**src/rtl/round_key_sequencer.sv**
```systemverilog
// ---------------------------------------------------------------------------
// round_key_sequencer
//
// Purpose:
//   Walks the expanded round-key memory of the key expansion block and
//   streams the round keys to the cipher round datapath over a valid/ready
//   handshake.
//   - Encryption: keys go out in forward order (address 0..Nr).
//   - Decryption: keys go out in reverse order (address Nr..0).
//   A stream starts only while key expansion reports ready.
//
// Optional feature (macro INV_MIXCOL_KEY_EN):
//   When defined and the latched decrypt flag is set, keys for rounds
//   1..Nr-1 pass through InvMixColumns before they reach rk_data. This
//   supports the equivalent inverse cipher. Rounds 0 and Nr, and all
//   encrypt keys, always pass raw. When undefined, rk_data is always the raw
//   memory word.
//
// Ports:
//   clk       in   1    system clock, rising edge
//   reset     in   1    synchronous active-high reset
//   aes_mode  in   2    01 AES-128, 10 AES-192, 11 AES-256, 00 as AES-128
//   decrypt   in   1    1 = reverse key order
//   start     in   1    single-cycle request to begin a key stream
//   key_rdy   in   1    key memory valid; low while busy aborts the stream
//   rkey_addr out  4    round-key memory address (registered)
//   rkey      in   128  memory read data, one cycle after rkey_addr
//   rk_valid  out  1    rk_data holds a valid key
//   rk_ready  in   1    consumer accepts the key
//   rk_data   out  128  round key, column 0 = [127:96]
//   rk_round  out  4    round index 0..Nr
//   rk_last   out  1    high with the key for round Nr
//   busy      out  1    stream in progress
// ---------------------------------------------------------------------------
module round_key_sequencer (
  input  logic         clk,
  input  logic         reset,
  input  logic [1:0]   aes_mode,
  input  logic         decrypt,
  input  logic         start,
  input  logic         key_rdy,
  output logic [3:0]   rkey_addr,
  input  logic [127:0] rkey,
  output logic         rk_valid,
  input  logic         rk_ready,
  output logic [127:0] rk_data,
  output logic [3:0]   rk_round,
  output logic         rk_last,
  output logic         busy
);

  typedef enum logic [1:0] {
    S_IDLE    = 2'd0,
    S_WAIT    = 2'd1,
    S_LOAD    = 2'd2,
    S_PRESENT = 2'd3
  } state_t;

  state_t       state_reg;
  state_t       state_next;

  logic [3:0]   nr_reg;     // Nr latched at start
  logic         dec_reg;    // decrypt latched at start
  logic [3:0]   idx_reg;    // sequence index of the key being fetched

  logic         accept;
  logic         abort;
  logic         load;
  logic         handshake;
  logic         is_last;
  logic [127:0] key_word;

  function automatic logic [3:0] nr_of(input logic [1:0] mode);
    case (mode)
      2'b10:   return 4'd12;
      2'b11:   return 4'd14;
      default: return 4'd10;
    endcase
  endfunction

`ifdef INV_MIXCOL_KEY_EN
  function automatic logic [7:0] xt(input logic [7:0] b);
    return {b[6:0], 1'b0} ^ (b[7] ? 8'h1b : 8'h00);
  endfunction

  // Multiply by one of the InvMixColumns coefficients (09, 0b, 0d, 0e).
  function automatic logic [7:0] gm(input logic [7:0] b, input logic [3:0] k);
    logic [7:0] x2;
    logic [7:0] x4;
    logic [7:0] x8;
    x2 = xt(b);
    x4 = xt(x2);
    x8 = xt(x4);
    case (k)
      4'd9:    return x8 ^ b;
      4'd11:   return x8 ^ x2 ^ b;
      4'd13:   return x8 ^ x4 ^ b;
      4'd14:   return x8 ^ x4 ^ x2;
      default: return b;
    endcase
  endfunction

  function automatic logic [31:0] inv_mix_col(input logic [31:0] c);
    logic [7:0] a0;
    logic [7:0] a1;
    logic [7:0] a2;
    logic [7:0] a3;
    a0 = c[31:24];
    a1 = c[23:16];
    a2 = c[15:8];
    a3 = c[7:0];
    return {gm(a0, 4'd14) ^ gm(a1, 4'd11) ^ gm(a2, 4'd13) ^ gm(a3, 4'd9),
            gm(a0, 4'd9)  ^ gm(a1, 4'd14) ^ gm(a2, 4'd11) ^ gm(a3, 4'd13),
            gm(a0, 4'd13) ^ gm(a1, 4'd9)  ^ gm(a2, 4'd14) ^ gm(a3, 4'd11),
            gm(a0, 4'd11) ^ gm(a1, 4'd13) ^ gm(a2, 4'd9)  ^ gm(a3, 4'd14)};
  endfunction

  logic [127:0] imc_word;

  genvar gi;
  generate
    for (gi = 0; gi < 4; gi++) begin : g_imc
      assign imc_word[127-32*gi -: 32] = inv_mix_col(rkey[127-32*gi -: 32]);
    end
  endgenerate
`endif

  // State register
  always_ff @(posedge clk) begin
    if (reset) begin
      state_reg <= S_IDLE;
    end else begin
      state_reg <= state_next;
    end
  end

  // Next-state logic; losing key_rdy outside IDLE always returns to IDLE.
  always_comb begin
    state_next = state_reg;
    case (state_reg)
      S_IDLE:    if (start && key_rdy) state_next = S_WAIT;
      S_WAIT:    state_next = S_LOAD;
      S_LOAD:    state_next = S_PRESENT;
      S_PRESENT: if (rk_ready) state_next = rk_last ? S_IDLE : S_LOAD;
      default:   state_next = S_IDLE;
    endcase
    if (state_reg != S_IDLE && !key_rdy) begin
      state_next = S_IDLE;
    end
  end

  // Output/control decode driving the datapath registers
  always_comb begin
    accept    = (state_reg == S_IDLE) && start && key_rdy;
    abort     = (state_reg != S_IDLE) && !key_rdy;
    load      = (state_reg == S_LOAD) && key_rdy;
    handshake = (state_reg == S_PRESENT) && rk_ready && key_rdy;
    is_last   = (idx_reg == nr_reg);
    key_word  = rkey;
`ifdef INV_MIXCOL_KEY_EN
    // Middle decrypt rounds only; the first and last decrypt keys stay raw.
    if (dec_reg && (idx_reg != 4'd0) && !is_last) begin
      key_word = imc_word;
    end
`endif
  end

  // Datapath registers
  always_ff @(posedge clk) begin
    if (reset) begin
      rkey_addr <= 4'd0;
      rk_valid  <= 1'b0;
      rk_data   <= 128'd0;
      rk_round  <= 4'd0;
      rk_last   <= 1'b0;
      busy      <= 1'b0;
      nr_reg    <= 4'd10;
      dec_reg   <= 1'b0;
      idx_reg   <= 4'd0;
    end else if (accept) begin
      nr_reg    <= nr_of(aes_mode);
      dec_reg   <= decrypt;
      rkey_addr <= decrypt ? nr_of(aes_mode) : 4'd0;
      idx_reg   <= 4'd0;
      busy      <= 1'b1;
    end else if (abort) begin
      // Data, round and address are deliberately left as they were.
      rk_valid <= 1'b0;
      rk_last  <= 1'b0;
      busy     <= 1'b0;
    end else if (load) begin
      rk_data  <= key_word;
      rk_round <= idx_reg;
      rk_last  <= is_last;
      rk_valid <= 1'b1;
      // Prefetch the next key so PRESENT->LOAD needs no extra wait state.
      if (!is_last) begin
        rkey_addr <= dec_reg ? (rkey_addr - 4'd1) : (rkey_addr + 4'd1);
      end
    end else if (handshake) begin
      rk_valid <= 1'b0;
      rk_last  <= 1'b0;
      if (rk_last) begin
        busy <= 1'b0;
      end else begin
        idx_reg <= idx_reg + 4'd1;
      end
    end
  end

endmodule

```
**config.mk**
```make
export PLATFORM = sky130hd
export DESIGN_NAME = round_key_sequencer
export DESIGN_NICKNAME = d
export VERILOG_FILES = /design/src/rtl/round_key_sequencer.sv
export SDC_FILE = /design/constraint.sdc
export NUM_CORES = 1
export LEC_CHECK = 0
export BUFFER_PORTS_ARGS = -buffer_cell sky130_fd_sc_hd__buf_2
export CORE_UTILIZATION = 49
export CTS_CLUSTER_DIAMETER = 60
export DETAILED_ROUTE_END_ITERATION = 6
export PLACE_DENSITY = 0.9
export SLEW_MARGIN = 20
export SYNTH_ARGS = -nofsm -noshare
export SYNTH_HDL_FRONTEND = slang
export SYNTH_SLANG_ARGS = --single-unit
```
**constraint.sdc**
```tcl
create_clock -name clk -period 4.3 [get_ports clk]
set_clock_uncertainty 0.05 [all_clocks]
set_input_delay 0.645 -clock clk [delete_from_list [all_inputs] [get_ports clk]]
set_output_delay 0.645 -clock clk [all_outputs]
set_load 0.02 [all_outputs]
```
### After elaboration in Yosys (flattened, before gate mapping)

Index checks and enable logic that the tools add are counted.

| cells by class | value |
|---|---|
| bitwise operators | 4 |
| equality and inequality tests | 11 |
| magnitude comparators | 0 |
| shift operators | 0 |
| reduce and logical (&&, ||, !) cells | 22 |
| $add $sub $neg | 3 |
| multipliers | 0 |
| muxes and demuxes | 21 |
| div/mod/pow operators | 0 |

Operators by type and width:

| kind | count |
|---|---|
| $mux 4 | 6 |
| $mux 1 | 10 |
| $reduce_and 3->1 | 3 |
| $reduce_bool 3->1 | 3 |
| $add 4x1->4 const B | 2 |
| $eq 2x2->1 const B | 4 |
| $ne 2x2->1 const B | 4 |
| $pmux 2 s4 | 1 |
| $logic_and 1x1->1 | 7 |
| $mux 2 | 3 |
| $pmux 3 s2 | 1 |
| $eq 4x4->1 | 1 |
| $not 1->1 | 4 |
| $reduce_and 2->1 | 2 |
| $reduce_and 4->1 | 1 |
| $reduce_bool 2->1 | 2 |
| $reduce_or 2->1 | 2 |
| $sub 4x1->4 const B | 1 |
| $ne 3x3->1 const B | 1 |
| $eq 2x1->1 const B | 1 |
| $logic_not 2->1 | 1 |
| $logic_not 1->1 | 1 |

| word-level totals | value |
|---|---|
| input bits | 136 |
| register bits | 150 |
| bits in latches | 0 |
| memories | 0 |
| output and inout bits | 139 |
| memory bits (read-only) | 0 |
| logic and storage cells | 71 |
| bits in writable memories | 0 |

### Longest topological paths before layout

Gate-level depths: netlist (run 1).

| depth | value |
|---|---|
| depth in word-level cells | 7 |
| mapped depth | 7 |
| gate-level depth less buffers | 5 |

### Least setup slack after synthesis (run 1)

OpenSTA, ideal clock, no wires.

| path | value |
|---|---|
| kind | flip-flop to flip-flop |
| from | reg rkey_addr[2] |
| to | reg rkey_addr[3] |
| setup time | 0.103 ns |
| period minus slack after synthesis | 1.880 ns |
| cell stages (with the launch flop) | 6 |
| required time | 4.147 ns |
| buffers on the path | 0 |
| setup slack | 2.420 ns |
| data arrival time | 1.726 ns |
| path through | dfxtp_1 -> ha_1 -> and3_1 -> or3_1 -> and4_1 -> a2111oi_2 |

| between the ends | value |
|---|---|
| word-level cells in the longest chain between the ends | 6 |
| elaborated cells on any way between the ends | 7 |
| those cells by class | add/sub (2); mux (5) |

RTL lines:

| element | RTL line | RTL |
|---|---|---|
| from (decl) | 42 | `output logic [3:0] rkey_addr,` |
| from (signal assigned) | 183 | `rkey_addr <= decrypt ? nr_of(aes_mode) : 4'd0;` |
| from (signal assigned) | 198 | `rkey_addr <= dec_reg ? (rkey_addr - 4'd1) : (rkey_addr + 4'd1);` |
| $add 4x1->4 / $sub 4x1->4 (equally long branches) | 198 |  |
| $mux 4 * | 198 |  |
| $mux 4 * | 197 | `if (!is_last) begin` |
| $mux 4 * | 191 | `end else if (load) begin` |
| $mux 4 * | 186 | `end else if (abort) begin` |
| $mux 4 * | 180 | `end else if (accept) begin` |

Every way passes the cells marked *; elsewhere a longest branch is shown, timed or not. The select of a mux whose other input is x is not followed.
A chain may end at the register's enable or synchronous reset.

### Final worst setup path (run 1)

| path | value |
|---|---|
| from | reg state_reg[0] |
| to | reg rkey_addr[1] |

| between the ends | value |
|---|---|
| word-level cells in the longest chain between the ends | 5 |
| elaborated cells on any way between the ends | 12 |
| those cells by class | eq/ne (3); mux (1); reduce/logical (8) |

RTL lines:

| element | RTL line | RTL |
|---|---|---|
| from (decl) | 59 | `state_t state_reg;` |
| from (signal assigned) | 133 | `state_reg <= state_next;` |
| $logic_not 2->1 | 154 | `accept = (state_reg == S_IDLE) && start && key_rdy;` |
| $logic_and 1x1->1 (2 in series) | 154 |  |
| $ne 2x2->1 (no source line) / $reduce_bool 2->1 (equally long branches) | -- |  |
| $reduce_and 3->1 (no source line) | -- |  |

Parallel ways exist; a longest one is shown, timed or not.

==> results of run 1 <==
[worst min-delay path, stage by stage]
cell and delay, ps:
buf_2 90, nand2_1 40, a21oi_1 50
[routing by layer]
metal	track usage [%]	vias to the layer above
li1	-	2656
met4	8.41	0
met1	27.8	2384
met3	7.66	27
met5	0	-
met2	44.0	201
[power breakdown]
group	switching (mW)	internal (mW)
clock network	0.589	0.891
logic	0.0955	0.0740
registers	0.0102	1.39
total	0.694	2.35
[area by class of cell]
class,instances,share of cell area (%)
sequential,148,40.5
multi-input combinational,465,29.5
timing repair buffer,279,19.4
clock buffer,18,5.71
clock inverter,13,2.36
tap,136,2.32
inverter,4,0.205
[synth_stat cells (all sizes together)]
master	count
a2111oi	1
a211o	1
a211oi	1
a21o	1
a21oi	139
a31oi	2
and2	1
and3	1
and4	1
buf	24
clkbuf	23
dfxtp	148
fa	1
ha	3
inv	4
mux2	1
mux2i	3
nand2	267
nand2b	2
nand3	3
nand3b	2
nand4	3
nor2	10
nor2b	4
nor3	2
nor3b	1
nor4b	1
o211ai	1
o21ai	4
o22ai	1
or3	1
xnor2	7
[stage by stage]
step / hold WS (ps) / power, mW / util (%) / instances / worst slack (ps)
after floorplan: 403 / 1.51 / - / 664 / 2420
after global placement: 389 / 1.59 / 64.4 / 1032 / 1800
after detailed placement: 393 / 1.60 / 64.4 / 1032 / 1790
after CTS: 300 / 3.07 / 70.0 / 1063 / 2080
after global routing: 300 / 3.15 / 70.0 / 1063 / 1920
final: 312 / 3.05 / 70.0 / 1063 / 2080
[logic make-up (layout without fill, tap and decap cells)]
group                      count (synthesis)  count (layout)  synth area share (%)
DFF                                      148             148                  55.4
AOI/OAI and AO/OA                        151             151                  14.9
muxes                                      4               4                 0.772
buffers and inverters                     51             314                  4.33
adders and majority gates                  4               4                  1.08
and+or+nand+nor                          299             299                  22.4
xor gates and xnor gates                   7               7                  1.15
[final timing paths]
check | startpoint | endpoint | slack (ps) | cells past startpoint
worst max-delay path | state_reg[0] | rkey_addr[1] | 2080 | 4
worst min-delay path | rkey[87] | rk_data[87] | 310 | 3
worst max register to register | state_reg[0] | rkey_addr[1] | 2080 | 4
worst min register to register | rk_data[115] | rk_data[115] | 400 | 2
==> impl_metrics.toml, run 1 <==
[routing]
wl_met1_um = 5740
drcViolationCount = 0
met3_wirelength_um = 1060
routed-wl-met2_um = 7130
finalWirelength_um = 14200
via_per_inst = 4.96
top_layer_used = "met4"
detail_route.first_pass.iterations = 4
first_iter_violations = 382
vias = 5268
antenna_left = 0
wire_per_inst_um = 13.4

[critical_path]
crit_chain = "nand3b_4 -> a31oi_4 -> mux2_2 -> o22ai_1"
criticalPathCategory = "reg -> reg"
critPathMaxStageDelay_ps = 680
cp-start-kind = "flip-flop"
crit_family = "simple AND/OR/NAND/NOR gates"
worstPathMaxFanout = 63
crit_arrival_ps = 2600
crit_slowest_cell = "nand3b_4"
crit_buf_inv = 0
worst_ep_required_time_ps = 4680
setup.worst_path.end_class = "flip-flop"

[die]
row_count = 37
start_util_pct = 51.1
ios = 275
fp.dieW_um = 106
die_area_um2 = 11300
dieHeight_um = 106
core_um2 = 10500

[clocking]
cts_hold_buf = 0
htreeDepth = 4
cts_tree = "yes"
cts_buffers = 17
cts_setup_buffers = 0
clk_latency_ps = 510
numClockSinks = 148
clockRootBuffer = "clkbuf_8"
clockBufferDepth = 2
cts_resized = 0
clkSlewWorstSetupHoldPaths_ps = 70

[timing]
fin_tns_setup_ps = 0
period_minus_slack_ps = 2220
slew_violations = 0
final-setup-viol-count = 0
grt_setup_unrepaired = "false"
tightest_slew_ps = 825
slew_headroom_pct = 45.0
finalHoldViolations = 0
fmax_mhz = 451
min_period_over_period_pct = 51.6

[status]
status = "completed"

[layout]
top_register = "rk_data"
mostFrequentLayoutCells = "buf_2, nand2_1, dfxtp_1"
largest_reg_flops = 128
synthToLayoutAreaGrowth_pct = 36.9
postLayoutCellArea_um2 = 7320
fillers = 874
mostFrequentLayoutCell = "buf_2"
drive_gt1_share_pct = 34.0
num_antenna_cells = 0
multiInputGateArea_um2 = 2160
regArea_um2 = 2960
fin_nets = 1055

[global_routing]
grt_overflow_total = 0
antenna_found_initial = 0
grt_pass1_wl_um = 22400
grt_pass1_vias = 4958
track_usage_pct = 24.7
grt_max_degree = 82

[synthesis]
synth_top_cell_area_share_pct = 55.4
synth_nets = 804
yosysSeqAreaShare_pct = 55.4
ys_warn_count = 0
postSynthRegisterBits = 148
yosysTopAreaCell = "dfxtp_1"
syn_area_per_cell_um2 = 8.06
synth_area_leaders = "dfxtp_1, nand2_1, a21oi_1"
synthCells = 664
netlist_area_um2 = 5350
synth_cell_types = 39

[placement]
io_buffers = 274
hpwlAfterDp_um = 9900
dpl_cell_area_um2 = 6730
gp_congestion = 0.798

[run]
drv_cap = 0

[worst_hold_path]
hold_class = "in -> reg"

[pwr]
ir_drop_mv = 0.267
power.density_nw_per_um2 = 416
p_leak_nw = 3.26
No activity file was read; power rests on OpenSTA's default activity.
==> inputs of run 2 (changes only) <==
Settings changed: CORE_UTILIZATION 49 to 45, PLACE_DENSITY 0.9 to 0.84.
Clock period 4.3 ns to 2.31 ns, I/O delays scaled along.
==> run 2 against run 1 <==
Net effect:
- the run now ends with design-rule violations left
- critical endpoint is now rkey_addr[3]
- cell count rose by 0.85%
- largest cell class unchanged
- combinational power rose by 89%
- maximum frequency is 18% higher
- design area is 0.82% higher
- clock-buffer cell count grew 6
- worst hold slack worse by 190 ps
- routed wire length down 1.7%
==> impl_metrics.toml, run 2 (synthesis results as in run 1) <==
[clocking]
numClockSinks = 148
cts_hold_buf = 0
htreeDepth = 4
cts_setup_buffers = 0
cts_tree = "yes"
cts_buffers = 17
cts_resized = 0
clk_latency_ps = 410
clockBufferDepth = 2
clkSlewWorstSetupHoldPaths_ps = 60
clockRootBuffer = "clkbuf_16"

[pwr]
power.density_nw_per_um2 = 768
ir_drop_mv = 0.824
p_leak_nw = 3.29

[timing]
timing.final.ws_setup_ps = 423
worst_hold_slack_ps = 117
final-setup-viol-count = 0
fin_tns_setup_ps = 0
min_period_over_period_pct = 81.7
fmax_mhz = 530
slew_violations = 0
finalHoldViolations = 0
period_minus_slack_ps = 1890
grt_setup_unrepaired = "false"
tightest_slew_ps = 542
slew_headroom_pct = 63.9

[routing]
via_per_inst = 4.90
drcViolationCount = 40
finalWirelength_um = 14000
vias = 5256
antenna_left = 0
detail_route.first_pass.iterations = 7
first_iter_violations = 487
wire_per_inst_um = 13.1

[critical_path]
criticalPathCategory = "reg -> reg"
setup.worst_path.end_class = "flip-flop"
crit_arrival_ps = 2150
crit-reg2reg-launch = "dec_reg"
critPathLaunch = "dec_reg"
rr_worst_depth = 5
worstPathMaxFanout = 6
r2r_setup_slack_ps = 420
cp-start-kind = "flip-flop"
worst_ep_required_time_ps = 2570
reg2reg_to = "rkey_addr[3]"

[placement]
post-place-ws_ps = 441
io_buffers = 274
gp_congestion = 0.782
hpwlAfterDp_um = 9410

[global_routing]
grt_max_degree = 119
antenna_found_initial = 0
grt_pass1_wl_um = 22600
track_usage_pct = 22.9
grt_pass1_vias = 4838
grt_overflow_total = 0

[layout]
drive_gt1_share_pct = 33.7
mostFrequentLayoutCell = "buf_2"
mostFrequentLayoutCells = "buf_2, nand2_1, dfxtp_1"
fin_nets = 1056
synthToLayoutAreaGrowth_pct = 38.0
fillers = 999
largest_reg_flops = 128
num_antenna_cells = 0
multiInputGateArea_um2 = 2160
top_register = "rk_data"
regArea_um2 = 2960

[die]
core_um2 = 11500
fp.dieW_um = 111
ios = 275
die_area_um2 = 12300
row_count = 39
start_util_pct = 46.5
dieHeight_um = 111

[status]
status = "finished, violations left"
violations = "design-rule violations"

[worst_hold_path]
hold_class = "in -> reg"
min_from = "rkey[53]"
holdPathStages = 3
hold-path-endpoint = "rk_data[53]"

[run]
drv_cap = 0
## run 2: critical path, cell delays in order (launching register included)
cell and delay, ps:
dfxtp_1 410, ha_1 300, and3_1 200, or3_1 360, and4_1 220, a2111oi_2 250
## run 2: per-stage QoR
| stage | std cells | util [%] | instance area, um2 | power [mW] |
|---|---|---|---|---|
| after global placement | 1040 | 58.9 | 6790 | 2.97 |
| after floorplan | 664 | - | 5350 | 2.80 |
| after detailed placement | 1040 | 58.9 | 6790 | 2.98 |
| after CTS | 1072 | 64.1 | 7380 | 5.72 |
| after global routing | 1072 | 64.1 | 7380 | 5.86 |
| final | 1072 | 64.1 | 7380 | 5.67 |
## run 2: cell type report
class	count	share of cell area, %
sequential	148	40.1
timing repair buffer	280	19.9
tap	143	2.42
clock inverter	8	1.69
clock buffer	24	6.39
multi-input combinational	465	29.3
inverter	4	0.203
## run 2: worst max path at each step
stage | slack [ps] | endpoint | cells after the start
2_1_floorplan | 430 | rkey_addr[3] | 5
3_3_place_gp | 480 | rkey_addr[3] | 5
3_5_place_dp | 440 | rkey_addr[3] | 5
4_1_cts | 420 | rkey_addr[3] | 5
5_1_grt | 300 | rkey_addr[3] | 5
6_report | 420 | rkey_addr[3] | 5
## run 2: power breakdown
| group | switching, mW | total, mW | internal (mW) |
|---|---|---|---|
| Clock | 0.995 | 2.75 | 1.76 |
| Combinational | 0.177 | 0.319 | 0.142 |
| Sequential | 0.0192 | 2.60 | 2.58 |
## run 2: metal layers
layer	global-route usage (%)	vias up	part of all wire [%]
met2	41.3	212	51
met5	0	-	0
met3	8.26	16	8.3
li1	-	2658	-
met4	7.39	0	1.4
met1	24.8	2370	39
==> inputs of run 3 (changes only) <==
Settings changed: CORE_UTILIZATION 45 to 41, PLACE_DENSITY 0.84 to 0.81.
Clock period 2.31 ns to 1.7 ns, I/O delays scaled along.
==> run 3 against run 2 <==
Net effect:
- the flow now finishes without violations
- critical path depth is the same
- combinational power increased by 43%
- core utilization decreased by 4.0 points
- clock power is 41% higher
- largest cell class unchanged
- highest routed layer unchanged
==> impl_metrics.toml, run 3 (synthesis results as in run 1) <==
[pwr]
internal-power_mw = 6.23
power.density_nw_per_um2 = 1030
power_frac_comb_pct = 5.8
switchingPower_mw = 1.65
p_total_mw = 7.87
seqPwrFrac_pct = 44.9
ir_drop_mv = 0.762
p_leak_nw = 3.37
switching_share_pct = 20.9
share_clk_of_total_power_pct = 49.3

[timing]
fmax_mhz = 614
grt_setup_unrepaired = "false"
slew_headroom_pct = 78.3
timing.final.ws_setup_ps = 70.4
fin_tns_setup_ps = 0
slew_violations = 0
period_minus_slack_ps = 1630
min_period_over_period_pct = 95.9
final-setup-viol-count = 0
tightest_slew_ps = 326
finalHoldViolations = 0

[layout]
num_antenna_cells = 0
mostFrequentLayoutCell = "buf_2"
largest_reg_flops = 128
mostFrequentLayoutCells = "buf_2, nand2_1, dfxtp_1"
fin_nets = 1068
top_register = "rk_data"
drive_gt1_share_pct = 35.2
finalNonFillerCells = 1113
synthToLayoutAreaGrowth_pct = 42.3
fin_util_pct = 60.1

[critical_path]
critPathMaxStageDelay_ps = 370
crit_chain = "ha_4 -> a21o_1 -> or3_1 -> and4_1 -> a2111oi_2"
worstPathMaxFanout = 4
cp-start-kind = "flip-flop"
crit_family = "simple AND/OR/NAND/NOR gates"
setup.worst_path.end_class = "flip-flop"
crit_buf_inv = 0
worst_ep_required_time_ps = 1960
crit_slowest_cell = "dfxtp_4"
criticalPathCategory = "reg -> reg"
crit_arrival_ps = 1890

[clocking]
cts_setup_buffers = 0
clkSlewWorstSetupHoldPaths_ps = 60
cts_buffers = 17
htreeDepth = 4
clockBufferDepth = 2
numClockSinks = 148
clk_latency_ps = 410
clockRootBuffer = "clkbuf_16"
cts_tree = "yes"

[global_routing]
grt_use_met2_pct = 35.5
grt_pass1_vias = 4581
grt_max_degree = 74
grt_pass1_wl_um = 21100
grt_use_met3_pct = 10.0
track_usage_pct = 20.2
met1_usage_pct = 20.9
busiest_layer = "met2"
grt_overflow_total = 0
antenna_found_initial = 0

[placement]
post-place-ws_ps = -70.9
dpl.cell_count = 1080
hpwlAfterDp_um = 9950
gp_congestion = 0.802
io_buffers = 274

[die]
dieHeight_um = 116
die_area_um2 = 13500
fp.dieW_um = 116
row_count = 41
ios = 275
core_um2 = 12700
start_util_pct = 42.2

[status]
status = "completed"

[run]
drv_cap = 0

[worst_hold_path]
hold_class = "in -> reg"

[routing]
wire_per_inst_um = 12.8
finalWirelength_um = 14300
detail_route.first_pass.iterations = 4
antenna_left = 0
via_per_inst = 4.69
first_iter_violations = 278
vias = 5222
drcViolationCount = 0
==> run 3: cell types whose count changed in the layout (fill, tap and decap cells not counted), sizes merged <==
cell and change:
buf +11, dlygate4sd3 +1, clkbuf +1, clkinvlp +1, clkinv -2
==> run 3: final cells by class <==
cell class,count,area [um2]
Fill cell,1137,5060
Sequential cell,148,2970
Multi-Input combinational cell,465,2190
Timing Repair Buffer,292,1600
Clock buffer,25,505
Tap cell,172,215
Clock inverter,7,119
Inverter,4,15.0
==> run 3: stage by stage <==
| stage | hold slack (ps) | instance area, um2 |
|---|---|---|
| 5_1_grt | 7.05 | 7610 |
| 3_5_place_dp | 393 | 6980 |
| 3_3_place_gp | 388 | 6980 |
| 6_report | 24.2 | 7610 |
| 2_1_floorplan | 341 | 5390 |
| 4_1_cts | 1.21 | 7610 |
==> run 3: final timing paths <==
path / to / start / cells after the start / slack [ps]
worst max-delay path: rkey_addr[3] / dec_reg / 5 / 70
worst min-delay path: rk_data[48] / rkey[48] / 3 / 20
worst max register to register: rkey_addr[3] / dec_reg / 5 / 70
worst min register to register: rk_data[99] / rk_data[99] / 2 / 400
==> run 3: power groups by stage <==
stage / combinational, mW / clock, mW / sequential, mW
2_1_floorplan: 0.161 / 0 / 3.65
3_3_place_gp: 0.450 / 0 / 3.61
3_5_place_dp: 0.453 / 0 / 3.61
4_1_cts: 0.458 / 3.97 / 3.53
5_1_grt: 0.502 / 4.11 / 3.54
6_report: 0.455 / 3.88 / 3.53
==> run 3: timing repair <==
| item | in CTS | in global routing |
|---|---|---|
| gates resized for setup | 0 | 0 |
| endpoints found under the setup margin | 1 | 0 |
| hold buffers | 1 | 0 |
| endpoints found under the hold margin | 1 | 0 |
==> run 3: routing by layer <==
layer  wire, um  share of wire, %
met1       5710                40
met2       7000                49
met3       1380               9.7
met4        178               1.2
met5          0                 0
==> run 3: tightest hold or removal path: stages <==
cell and delay [ps]:
buf_2 90, nand2_1 40, a21oi_1 50
